File: config.mk
export PLATFORM = sky130hd
export DESIGN_NAME = mem_access_ctrl
export DESIGN_NICKNAME = d
export VERILOG_FILES = /design/src/rtl/mem_access_ctrl_pkg.sv /design/src/rtl/mem_access_ctrl.sv
export SDC_FILE = /design/constraint.sdc
export NUM_CORES = 1
export LEC_CHECK = 0
export BUFFER_PORTS_ARGS = -buffer_cell sky130_fd_sc_hd__buf_2
export CORE_ASPECT_RATIO = 0.8
export CORE_MARGIN = 2
export CORE_UTILIZATION = 35
export DETAILED_ROUTE_END_ITERATION = 8
export RECOVER_POWER = 100
export REMOVE_ABC_BUFFERS = 1
export SETUP_SLACK_MARGIN = 0.5
export SLEW_MARGIN = 20
export SYNTH_ARGS = -nofsm -noshare
export SYNTH_HDL_FRONTEND = slang
export SYNTH_SLANG_ARGS = --single-unit
File: constraint.sdc
create_clock -name clk -period 3.3 [get_ports clk]
set_input_delay 0.495 -clock clk [delete_from_list [all_inputs] [get_ports clk]]
set_output_delay 0.495 -clock clk [all_outputs]
set_load 0.005 [all_outputs]
File: src/rtl/mem_access_ctrl_pkg.sv
// Shared definitions for the memory-stage load/store bus controller.
// State encodings are kept as plain 2-bit constants so legacy code that shares them still works.
package mem_access_ctrl_pkg;

   localparam logic [1:0] MAC_IDLE = 2'd0;
   localparam logic [1:0] MAC_REQ  = 2'd1;
   localparam logic [1:0] MAC_RDW  = 2'd2;
   localparam logic [1:0] MAC_DONE = 2'd3;

endpackage

File: src/rtl/mem_access_ctrl.sv
// Multi-cycle load/store bus controller: computes the effective address, runs the
// word-aligned request handshake, and captures load data for the extender.
module mem_access_ctrl
   import mem_access_ctrl_pkg::*;
(
   input  logic        clk,
   input  logic        rst,
   input  logic        start,
   input  logic        is_load,
   input  logic        is_store,
   input  logic [31:0] base,
   input  logic [15:0] offset,
   input  logic [31:0] st_data,
   input  logic [3:0]  st_strb,
   output logic [31:0] Address,
   output logic        MemRead,
   output logic        MemWrite,
   input  logic        Address_Ready,
   output logic [31:0] Write_data,
   output logic [3:0]  Write_strb,
   input  logic [31:0] Read_data,
   input  logic        Read_data_Valid,
   output logic        Read_data_Ready,
   output logic [31:0] mem_data,
   output logic [1:0]  ea,
   output logic        busy,
   output logic        done
);

   logic [1:0]  state_q, state_d;
   logic [31:0] address_q, address_d;
   logic [1:0]  ea_q, ea_d;
   logic [31:0] mem_data_q, mem_data_d;
   logic        op_load_q, op_load_d;
   logic [31:0] eff;
   logic        in_req;

   always_comb begin
      eff = base + {{16{offset[15]}}, offset};
   end

   always_comb begin
      state_d    = state_q;
      address_d  = address_q;
      ea_d       = ea_q;
      mem_data_d = mem_data_q;
      op_load_d  = op_load_q;
      case (state_q)
         MAC_IDLE: begin
            if (start) begin
               if (is_load || is_store) begin
                  address_d = {eff[31:2], 2'b00};
                  ea_d      = eff[1:0];
                  // A load flag wins when both flags are set.
                  op_load_d = is_load;
                  state_d   = MAC_REQ;
               end else begin
                  state_d = MAC_DONE;
               end
            end
         end
         MAC_REQ: begin
            if (Address_Ready) begin
               state_d = op_load_q ? MAC_RDW : MAC_DONE;
            end
         end
         MAC_RDW: begin
            if (Read_data_Valid) begin
               mem_data_d = Read_data;
               state_d    = MAC_DONE;
            end
         end
         MAC_DONE: begin
            state_d = MAC_IDLE;
         end
         default: begin
            state_d = MAC_IDLE;
         end
      endcase
   end

   always_ff @(posedge clk) begin
      if (rst) begin
         state_q    <= MAC_IDLE;
         address_q  <= '0;
         ea_q       <= '0;
         mem_data_q <= '0;
         op_load_q  <= 1'b0;
      end else begin
         state_q    <= state_d;
         address_q  <= address_d;
         ea_q       <= ea_d;
         mem_data_q <= mem_data_d;
         op_load_q  <= op_load_d;
      end
   end

   always_comb begin
      in_req          = (state_q == MAC_REQ);
      MemRead         = in_req && op_load_q;
      MemWrite        = in_req && !op_load_q;
      Write_data      = MemWrite ? st_data : '0;
      Write_strb      = MemWrite ? st_strb : '0;
      Read_data_Ready = (state_q == MAC_RDW);
      busy            = (state_q != MAC_IDLE);
      done            = (state_q == MAC_DONE);
      Address         = address_q;
      ea              = ea_q;
      mem_data        = mem_data_q;
   end

endmodule

**After elaboration in Yosys (flattened, before gate mapping)**

Index checks and enable logic that the tools add are counted.

- Word-level logic and storage cells: 29
- Register bits: 67

- Reduce and logical (&&, ||, !) cells: 9
- $add $sub $neg: 1
- Mux-type cells: 8
- Equality and inequality tests: 6

Operators by type and width:

| operator | number |
|---|---|
| adder 32 bit | 1 |
| 2-to-1 mux 32 bit | 1 |
| 2-to-1 mux 2 bit | 4 |
| case mux 2 bit (4 select lines) | 1 |
| inequality test 2 bit, second input constant | 3 |
| AND reduction 3 bit | 2 |
| equality test 2 bit, second input constant | 2 |
| 2-to-1 mux 4 bit | 1 |
| equality test 2 x 1 -> 1 bit, second input constant | 1 |
| logical AND 1 bit | 2 |
| logical NOT 2 bit | 1 |
| AND reduction 2 bit | 1 |
| nonzero test 2 bit | 1 |
| logical NOT 1 bit | 1 |
| logical OR 1 bit | 1 |
| 2-to-1 mux 1 bit | 1 |

**Logic depth before layout (Yosys ltp)**

Gate-level depths: netlist of run 1.

- Depth in word-level cells: 4
- Mapped depth: 10

**Worst setup path after synthesis of run 1**

OpenSTA, ideal clock, no wires.

- Path type: input-to-reg
- From: input offset[0]
- To: register address_q[24], in the netlist Address[24]
- Slack: 0.454 ns
- Arrival: 2.714 ns
- Data required time: 3.168 ns
- Cell stages on the path: 10
- Cells stage by stage: ha_1 > fa_1 > a211o_1 > a21boi_2 > nor4b_4 > nor4b_2 > nor4_1 > or3_1 > nand3_1 > a21oi_1

- Longest elaborated chain between the ends: 1

RTL lines:

| element | line | text |
|---|---|---|
| from (decl) | mem_access_ctrl.sv:12 | `input logic [15:0] offset,` |
| adder 32 bit | mem_access_ctrl.sv:39 | `eff = base + {{16{offset[15]}}, offset};` |
| to (signal assigned) | mem_access_ctrl.sv:91 | `address_q <= address_d;` |
| to (decl) | mem_access_ctrl.sv:31 | `logic [31:0] address_q, address_d;` |

Every way passes these cells.
A chain may end at the register's enable or synchronous reset.

**Final worst setup path of run 1**

- From: input offset[0]
- To: register address_q[16], in the netlist Address[16]

Same word-level chain as after synthesis.

==> out/qor.yml, run 1 <==
status: "finished with violations"
violations: "capacitance limit, slew limit"
hold_path.startpoint: "Read_data[22]"
cts_hold_buffers: 0
synth-simple-area-share_pct: 27.7
final_common_cell: "buf_2"
ys_ff_latch: 67
synth_seq_area_share_pct: 29.8
ys_types: 66
cts_buffer_depth: 2
dp_hpwl_um: 11100
end_kind: "flip-flop"
drt-initial-drc-count: 260
fin_cells: 971
max-cap-violations: 1
wl_um: 14300
synthXorXnorAreaFrac_pct: 3.90
synthMuxAreaShare_pct: 0
drive_gt1_share_pct: 25.6
diodes: 0
ff2ff_path_depth: 8
gp_congestion: 0.906
cp-startpoint: "offset[0]"
arrival_ns: 3.00
dr_wl_met2_um: 6980
clkLatencyLatePin_ns: 0.33
p_switching_uw: 1200
clockPowerShare_pct: 30.7
switching_share_pct: 35.3
powerDensity_nw_per_um2: 565
final_antenna_net_count: 0
cpPeakStageDelay_ns: 0.43
cts_tree: "yes"
worstSetupPathType: "input port to flip-flop"
post-route-period-util_pct: 84.5
grt_pass1_wl_um: 22000
highest_layer: "met4"
drtPass1Iterations: 4
hp-class: "input port to flip-flop"
fin_area_um2: 5990
syn_inst: 579
rows: 37
synth_ff_type: "dfxtp_1"
fin_util_pct: 47.3
grt_pass1_vias: 4493
synth_top_family_by_area: "simple AND/OR/NAND/NOR gates"
rrSetupSlack_ns: 0.62
portBuffers: 227
r2r_start: "state_q[1]$_SDFFE_PP0P_"
crit_end: "Address[16]$_SDFFE_PP0P_"
antenna_found_initial: 0
setup_tns_ns: 0
grt_max_degree: 50
grt_overflow: 0
synth_edf_count: 0
dr_wl_met3_um: 799
syn_area_um2: 4500
grt_usage_pct: 20.0
placed_cells: 955
cts.sink_count: 67
fin_skew_ns: 0.00611
setup_viol: 0
wl_met1_um: 6260
seq_power_share_pct: 30.3
synth_warnings: 0
min_path_cells: 3
slew_headroom_pct: -0.939
route.detailed.drc: 0
rsz0062_at_grt: "true"
cp_max_fo: 3
tightest_slew_ns: 1.51
comb_power_share_pct: 39.0
internal_power_uw: 2190
core_um2: 12700
leakagePower_uw: 0.00272
cts_root_buf: "clkbuf_16"
num_vias: 4877
die_w_um: 131
cp_slowest_cell: "fa_1"
cts_made_buffers: 9
wl_per_cell_um: 14.8
fp.dieH_um: 105
cts.clk_slew.worst_paths_ns: 0.06
reg2reg_to: "Address[31]$_SDFFE_PP0P_"
syn_avg_cell_area_um2: 7.77
async_flop_share_pct: 0
layout_common_cells: "165 x buf_2, 123 x nand2_1, 75 x a21oi_1"
start_kind: "input port"
min_period_ns: 2.79
ir_drop_mv: 0.251
initial_core_util_pct: 35.5
max_freq_mhz: 359
synthToLayoutAreaGrowth_pct: 33.3
htreeDepth: 3
num-nets-final: 950
placed_area_um2: 5740
avgViaCountPerCell: 5.02
cp.required_ns: 3.51
drv_slew: 34
synth_compound_area_share_pct: 23.7
path_cells: "buf_2 -> ha_1 -> fa_1 -> a211o_1 -> a21boi_4 -> o21bai_1 -> a21oi_1 -> o21ai_1 -> a221oi_1 -> nor4_1 -> nand3b_1"
synthAdderAreaFrac_pct: 10.2
top_level_ports: 230
finalHoldViolCount: 0
die-area_um2: 13800
==> Yosys cell counts (all sizes together), types with 5 or more instances <==
master / number / area [µm²]
and3: 5 / 36.3
and2: 42 / 264
inv: 10 / 37.5
xnor2: 12 / 105
xor2: 8 / 70.1
o21bai: 6 / 48.8
a211oi: 11 / 82.6
a211o: 5 / 43.8
a21o: 18 / 136
nand3: 6 / 30.0
a31oi: 6 / 37.5
or3: 5 / 32.5
nor3: 5 / 25.0
dfxtp: 67 / 1340
o31ai: 5 / 37.5
o21ai: 18 / 93.8
nand3b: 8 / 60.1
clkbuf: 26 / 97.6
a21oi: 76 / 384
nand2: 123 / 462
and4: 5 / 45.0
buf: 8 / 72.6
nor2: 21 / 78.8
ha: 35 / 438
==> repair_timing <==
item                                   CTS  global route
setup buffers                            0             0
setup endpoints to repair                2            26
endpoints found under the hold margin    0             0
pin swaps                                0             3
resized for setup                        1             5
==> how the worst min path moves through the flow <==
stage                                end  slack, ns
2_1_floorplan     op_load_q$_SDFFE_PP0P_       0.44
3_3_place_gp    Address[27]$_SDFFE_PP0P_       0.44
3_5_place_dp    mem_data[5]$_SDFFE_PP0P_       0.44
4_1_cts        mem_data[22]$_SDFFE_PP0P_       0.39
5_1_grt         mem_data[3]$_SDFFE_PP0P_       0.39
6_report       mem_data[22]$_SDFFE_PP0P_       0.40
==> logic make-up (layout without fill, tap and decap cells) <==
logic type      after synthesis  after routing
simple gates                244            244
compound gates              167            167
flops                        67             67
buf+inv                      44            260
fa+ha+maj                    36             36
xor+xnor                     20             20
other cells                   1              2
==> power groups by stage <==
stage	logic [µW]	clock network, µW	registers, µW
floorplan	778	0	1050
global placement	1340	0	1040
detailed placement	1360	0	1040
CTS	1360	1070	1030
global route	1490	1110	1050
finish	1320	1040	1030
==> per-stage QoR <==
step                worst slack (ns)  total power (µW)  hold WS [ns]
global placement              0.0669              2370         0.440
global route                   0.304              3650         0.394
detailed placement            0.0576              2400         0.443
floorplan                      0.458              1830         0.439
finish                         0.513              3390         0.396
CTS                            0.500              3460         0.388
==> routing by layer <==
metal | global-route usage [%] | vias up
li1 | - | 2461
met1 | 24.5 | 2230
met2 | 34.6 | 164
met3 | 3.76 | 22
met4 | 7.45 | 0
met5 | 0 | -
==> area by class of cell <==
type	count	area, µm²
Clock inverter	4	73.8
Multi-Input combinational cell	469	2970
Tap cell	175	219
Fill cell	1373	6690
Sequential cell	67	1340
Clock buffer	12	246
Timing Repair Buffer	234	1110
Inverter	10	37.5
==> flip-flops by register name, summed over array words and instances (netlist names) <==
| name | flops |
|---|---|
| ea | 2 |
| Address | 30 |
| mem_data | 32 |
| state_q | 2 |
| op_load_q | 1 |
==> worst max-delay path: cells and delay by family <==
kind,cells,cell delay [ns]
adder cells (fa/ha/maj),2,0.66
AO/OA/AOI/OAI,6,1.46
AND/OR/NAND/NOR,2,0.28
buffers and inverters,1,0.10
No activity file was read; power rests on OpenSTA's default activity.
==> run 2: changes to the inputs <==
Clock period 3.3 ns to 2.6 ns, I/O delays scaled along.
==> out/qor.yml, run 2 (synthesis gave the netlist of run 1 again) <==
cts_made_buffers: 9  # unchanged
fp.dieH_um: 105  # unchanged
post-route-period-util_pct: 94.4
max_freq_mhz: 408
crit_end: "Address[30]$_SDFFE_PP0P_"
path_delay_family: "compound AO/OA/AOI/OAI gates"
fin_skew_ns: 0.0116  # +0.00551 ns
antenna_found_initial: 1  # +1
drv_slew: 0  # -100%
max-cap-violations: 0  # -1
arrival_ns: 2.73  # -0.27 ns
reg2reg_to: "Address[18]$_SDFFE_PP0P_"
grt_max_degree: 48  # -4.0%
tightest_slew_ns: 1.07  # -0.443 ns
internal_power_uw: 2920  # +33%
largest_reg_flops: 32  # unchanged
leakagePower_uw: 0.00311  # +14%
worstSetupPathType: "input port to flip-flop"
cpPeakStageDelay_ns: 0.36  # -0.07 ns
switching_share_pct: 36.0  # +0.71 points
initial_core_util_pct: 35.5  # unchanged
portBuffers: 227  # unchanged
path_cells: "buf_6 -> ha_4 -> fa_2 -> a211o_1 -> a21boi_4 -> nor4b_2 -> nor4b_2 -> buf_4 -> o31a_4 -> o21ai_2 -> nor4b_1 -> a211o_1"
route.detailed.drc: 0  # unchanged
comb_power_share_pct: 42.3  # +3.3 points
die_w_um: 131  # unchanged
drtPass1Iterations: 4  # unchanged
num_vias: 5237  # +7.4%
cts_root_buf: "clkbuf_16"
layout_common_cells: "166 x buf_2, 122 x nand2_1, 69 x a21oi_1"
hp-class: "input port to flip-flop"
cp-startpoint: "base[0]"
crit_cells: 12  # +1
status: "finished clean"
start_kind: "input port"
wl_um: 15600  # +8.8%
final_common_cell: "buf_2"
cp_slowest_cell: "a211o_1"
dp_slack_ns: -0.388  # -0.445 ns
min_period_ns: 2.45
ff2ff_path_depth: 7  # -1
cp_max_fo: 4  # +1
crit_buf_inv: 2  # +1
htreeDepth: 3  # unchanged
clockPowerShare_pct: 29.2  # -1.5 points
cts_buffer_depth: 2  # unchanged
cp.required_ns: 2.88  # -0.63 ns
slew_headroom_pct: 28.6  # +30 points
rrSetupSlack_ns: 0.47  # -0.15 ns
dp_hpwl_um: 11900  # +7.1%
powerDensity_nw_per_um2: 665  # +18%
end_kind: "flip-flop"
grt_overflow: 0  # unchanged
drive_gt1_share_pct: 36.4  # +11 points
grt_pass1_vias: 4953  # +10%
rows: 37  # unchanged
grt_pass1_wl_um: 23700  # +7.9%
cts_tree: "yes"
rsz0062_at_grt: "true"
p_switching_uw: 1650  # +37%
num-nets-final: 1019  # +7.3%
synthToLayoutAreaGrowth_pct: 52.8
die-area_um2: 13800  # unchanged
cts.clk_slew.worst_paths_ns: 0.06  # about the same
gp_congestion: 0.936  # +3.4%
setup_viol: 0  # unchanged
fin_cells: 1041  # +7.2%
fin_area_um2: 6870  # +15%
timing.final.ws_setup_ns: 0.147  # -0.366 ns
avgViaCountPerCell: 5.03  # +0.16%
wl_per_cell_um: 15.0  # +1.4%
setup_tns_ns: 0  # unchanged
top_level_ports: 230  # unchanged
clkLatencyLatePin_ns: 0.33  # about the same
r2r_start: "state_q[1]$_SDFFE_PP0P_"
seq_power_share_pct: 28.6  # -1.7 points
cts_hold_buffers: 0  # unchanged
grt_usage_pct: 21.5  # +1.6 points
placed_area_um2: 6200  # +8.0%
core_um2: 12700  # unchanged
finalHoldViolCount: 0  # unchanged
drt-initial-drc-count: 268  # +3.1%
final_antenna_net_count: 0  # unchanged
cts.sink_count: 67  # unchanged
placed_cells: 1016  # +6.4%
ir_drop_mv: 0.319  # +27%
-- run 2: worst reg2reg max path, delay by kind of cell (launching register included) --
kind | cells | cell delay (ns)
flops | 1 | 0.32
fa+ha+maj | 1 | 0.26
compound gates | 1 | 0.17
buf+inv | 2 | 0.61
simple gates | 3 | 0.70
-- run 2: cell type report --
cell class                 instances  area [µm²]
sequential                        67        1340
fill                            1282        5810
tap                              175         219
antenna                            1        2.50
inverter                          10        37.5
timing repair buffer             303        1660
clock inverter                     7        98.8
multi-input combinational        469        3290
clock buffer                       9         225
-- run 2: worst min-delay path by stage --
| stage | from | to | cells after the start |
|---|---|---|---|
| detailed placement | Address[27]$_SDFFE_PP0P_ | Address[27]$_SDFFE_PP0P_ | 2 |
| CTS | Read_data[8] | mem_data[8]$_SDFFE_PP0P_ | 3 |
| global placement | Address[24]$_SDFFE_PP0P_ | Address[24]$_SDFFE_PP0P_ | 2 |
| global route | Read_data[4] | mem_data[4]$_SDFFE_PP0P_ | 3 |
| floorplan | op_load_q$_SDFFE_PP0P_ | op_load_q$_SDFFE_PP0P_ | 2 |
| finish | Read_data[20] | mem_data[20]$_SDFFE_PP0P_ | 3 |
-- run 2: per-stage QoR --
stage	power (µW)	hold slack, ns	util [%]
after floorplan	2320	0.439	-
after global placement	3150	0.438	48.9
after detailed placement	3200	0.443	48.9
after CTS	4630	0.280	54.2
after global routing	4880	0.292	54.2
final	4570	0.291	54.2
-- run 2: power groups by stage --
| stage | logic (µW) | registers, µW | clock network (µW) |
|---|---|---|---|
| 6_report | 1930 | 1300 | 1330 |
| 5_1_grt | 2160 | 1330 | 1400 |
| 4_1_cts | 1960 | 1300 | 1360 |
| 3_5_place_dp | 1870 | 1320 | 0 |
| 3_3_place_gp | 1830 | 1320 | 0 |
| 2_1_floorplan | 988 | 1330 | 0 |
-- run 2: timing repair --
item / CTS / global route
gates resized for setup: 52 / 23
buffers inserted: 4 / 4
pin swaps: 35 / 23
endpoints found under the setup margin: 19 / 28
-- run 2: metal layers --
metal  track usage, %  vias up  wire (µm)
met5                0        -          0
met4             8.74        0        313
met3             3.15       27        917
met2             37.4      170       7630
met1             26.5     2444       6720
li1                 -     2596          -
==> run 3: changes to the inputs <==
--- a/config.mk
+++ b/config.mk
@@ -7,11 +7,14 @@
 export LEC_CHECK = 0
 export BUFFER_PORTS_ARGS = -buffer_cell sky130_fd_sc_hd__buf_2
+export CELL_PAD_IN_SITES_DETAIL_PLACEMENT = 2
+export CELL_PAD_IN_SITES_GLOBAL_PLACEMENT = 2
 export CORE_ASPECT_RATIO = 0.8
 export CORE_MARGIN = 2
-export CORE_UTILIZATION = 35
+export CORE_UTILIZATION = 24
 export DETAILED_ROUTE_END_ITERATION = 8
+export PLACE_DENSITY_LB_ADDON = 0.1
 export RECOVER_POWER = 100
 export REMOVE_ABC_BUFFERS = 1
-export SETUP_SLACK_MARGIN = 0.5
+export SETUP_SLACK_MARGIN = 0.3
 export SLEW_MARGIN = 20
 export SYNTH_ARGS = -nofsm -noshare
==> constraint.sdc (replaced) <==
create_clock -name clk -period 2.6 [get_ports clk]
set_input_delay 0.39 -clock clk [delete_from_list [all_inputs] [get_ports clk]]
set_output_delay 0.39 -clock clk [all_outputs]
set_load 0.05 [all_outputs]
==> out/qor.yml, run 3 (synthesis gave the netlist of run 1 again) <==
leakagePower_uw: 0.00312  # +0.55%
grt_pass1_wl_um: 32300  # +36%
ir_drop_mv: 0.324  # +1.8%
status: "finished clean"
initial_core_util_pct: 24.6  # -11 points
grt_max_degree: 42  # -13%
fp.dieH_um: 126  # +20%
rows: 44  # +19%
dp_slack_ns: -0.505  # -0.117 ns
grt_usage_pct: 20.8  # -0.73 points
gp_congestion: 0.794  # -15%
layout_common_cells: "122 x nand2_1, 119 x buf_2, 79 x clkbuf_1, 79 x buf_4, 67 x dfxtp_1"
fin_skew_ns: 0.00837  # -0.00325 ns
cts_buffer_depth: 2  # unchanged
route.detailed.drc: 0  # unchanged
cts.clk_slew.worst_paths_ns: 0.06  # about the same
clkLatencyLatePin_ns: 0.34  # about the same
portBuffers: 227  # unchanged
htreeDepth: 3  # unchanged
largest_reg_flops: 32  # unchanged
wl_um: 21300  # +37%
final_common_cell: "nand2_1"
powerDensity_nw_per_um2: 850  # +28%
drtPass1Iterations: 4  # unchanged
die-area_um2: 19900  # +44%
cp_max_fo: 2  # -2
avgViaCountPerCell: 4.82  # -4.2%
timing.final.ws_setup_ns: 0.123  # -0.0239 ns
hp-class: "input port to flip-flop"
regArea_um2: 1340  # unchanged
setup_viol: 0  # unchanged
start_kind: "input port"
rsz0062_at_grt: "true"
fill_cells: 2178  # +70%
worstSetupPathType: "input port to flip-flop"
cp.required_ns: 2.82  # -0.06 ns
fin_cells: 1133  # +8.8%
top_level_ports: 230  # unchanged
cts_made_buffers: 9  # unchanged
drt-initial-drc-count: 157  # -41%
cts.sink_count: 67  # unchanged
antenna_found_initial: 1  # unchanged
placed_cells: 1103  # +8.6%
wl_per_cell_um: 18.8  # +26%
drive_gt1_share_pct: 35.9  # -0.54 points
drv_slew: 0  # unchanged
max_freq_mhz: 404  # -0.96%
end_kind: "flip-flop"
multiInputGateArea_um2: 3310  # +0.57%
max-cap-violations: 0  # unchanged
grt_pass1_vias: 5887  # +19%
core_um2: 18300  # +44%
num_vias: 5461  # +4.3%
synthToLayoutAreaGrowth_pct: 58.0
die_w_um: 157  # +20%
grt_overflow: 0  # unchanged
p_total_uw: 6030  # +32%
slew_headroom_pct: 38.3  # +9.7 points
finalHoldViolCount: 0  # unchanged
arrival_ns: 2.70  # -0.03 ns
num-nets-final: 1032  # +1.3%
cts_root_buf: "clkbuf_16"
fin_util_pct: 38.9  # -15 points
min_period_ns: 2.48  # +0.0239 ns
tightest_slew_ns: 0.926  # -0.146 ns
dp_hpwl_um: 16600  # +40%
post-route-period-util_pct: 95.3  # +0.92 points
final_antenna_net_count: 0  # unchanged
cts_tree: "yes"
## run 3: where the power goes
part	switching [µW]	internal (µW)	leakage (µW)	total [µW]
logic	2370	938	0.00241	3310
clock network	486	921	0.000166	1410
registers	109	1210	0.000546	1320
## run 3: worst max-delay path: stages
cell and delay (ns):
buf_6 0.10, ha_4 0.15, fa_2 0.34, a211o_1 0.35, a21boi_4 0.22, buf_4 0.16
o21bai_1 0.08, a21oi_2 0.23, o21ai_2 0.11, a221oi_2 0.30, nor4_1 0.08, nand3b_1 0.19
## run 3: final timing paths
kind	from	endpoint	slack, ns	cells after the start
worst min register to register	Address[13]$_SDFFE_PP0P_	Address[13]$_SDFFE_PP0P_	0.45	2
worst min-delay path	Read_data[11]	mem_data[11]$_SDFFE_PP0P_	0.29	3
worst max-delay path	base[0]	Address[16]$_SDFFE_PP0P_	0.12	12
worst max register to register	state_q[1]$_SDFFE_PP0P_	Address[17]$_SDFFE_PP0P_	0.54	7
## run 3: area by class of cell
type	instances	area share, %
clock inverters	3	0.969
inverters	10	0.528
multi-input cells	469	46.6
flip-flops and latches	67	18.9
repair buffers	316	24.7
well taps	253	4.46
diodes	2	0.0705
clock buffers	13	3.80
## run 3: metrics by stage
step	instance area [µm²]	hold slack (ns)	TNS, ns
6_report	7100	0.287	0
5_1_grt	7100	0.288	0
4_1_cts	7040	0.273	0
3_5_place_dp	6390	0.445	-4.91
3_3_place_gp	6390	0.437	-3.99
2_1_floorplan	4330	0.439	-13.07
## run 3: metal layers
layer | routed length [µm] | share of wire, % | vias up | GRT usage, %
li1 | - | - | 2627 | -
met1 | 9370 | 44 | 2645 | 25.4
met2 | 10500 | 49 | 162 | 37.3
met3 | 1030 | 4.8 | 27 | 4.54
met4 | 403 | 1.9 | 0 | 4.76
met5 | 0 | 0 | - | 0
## run 3: timing repair
action	in CTS	in global routing
setup endpoints to repair	56	55
cloned	1	0
resized for setup	44	37
pin swaps	29	23
setup buffers	9	2
hold buffers	0	0
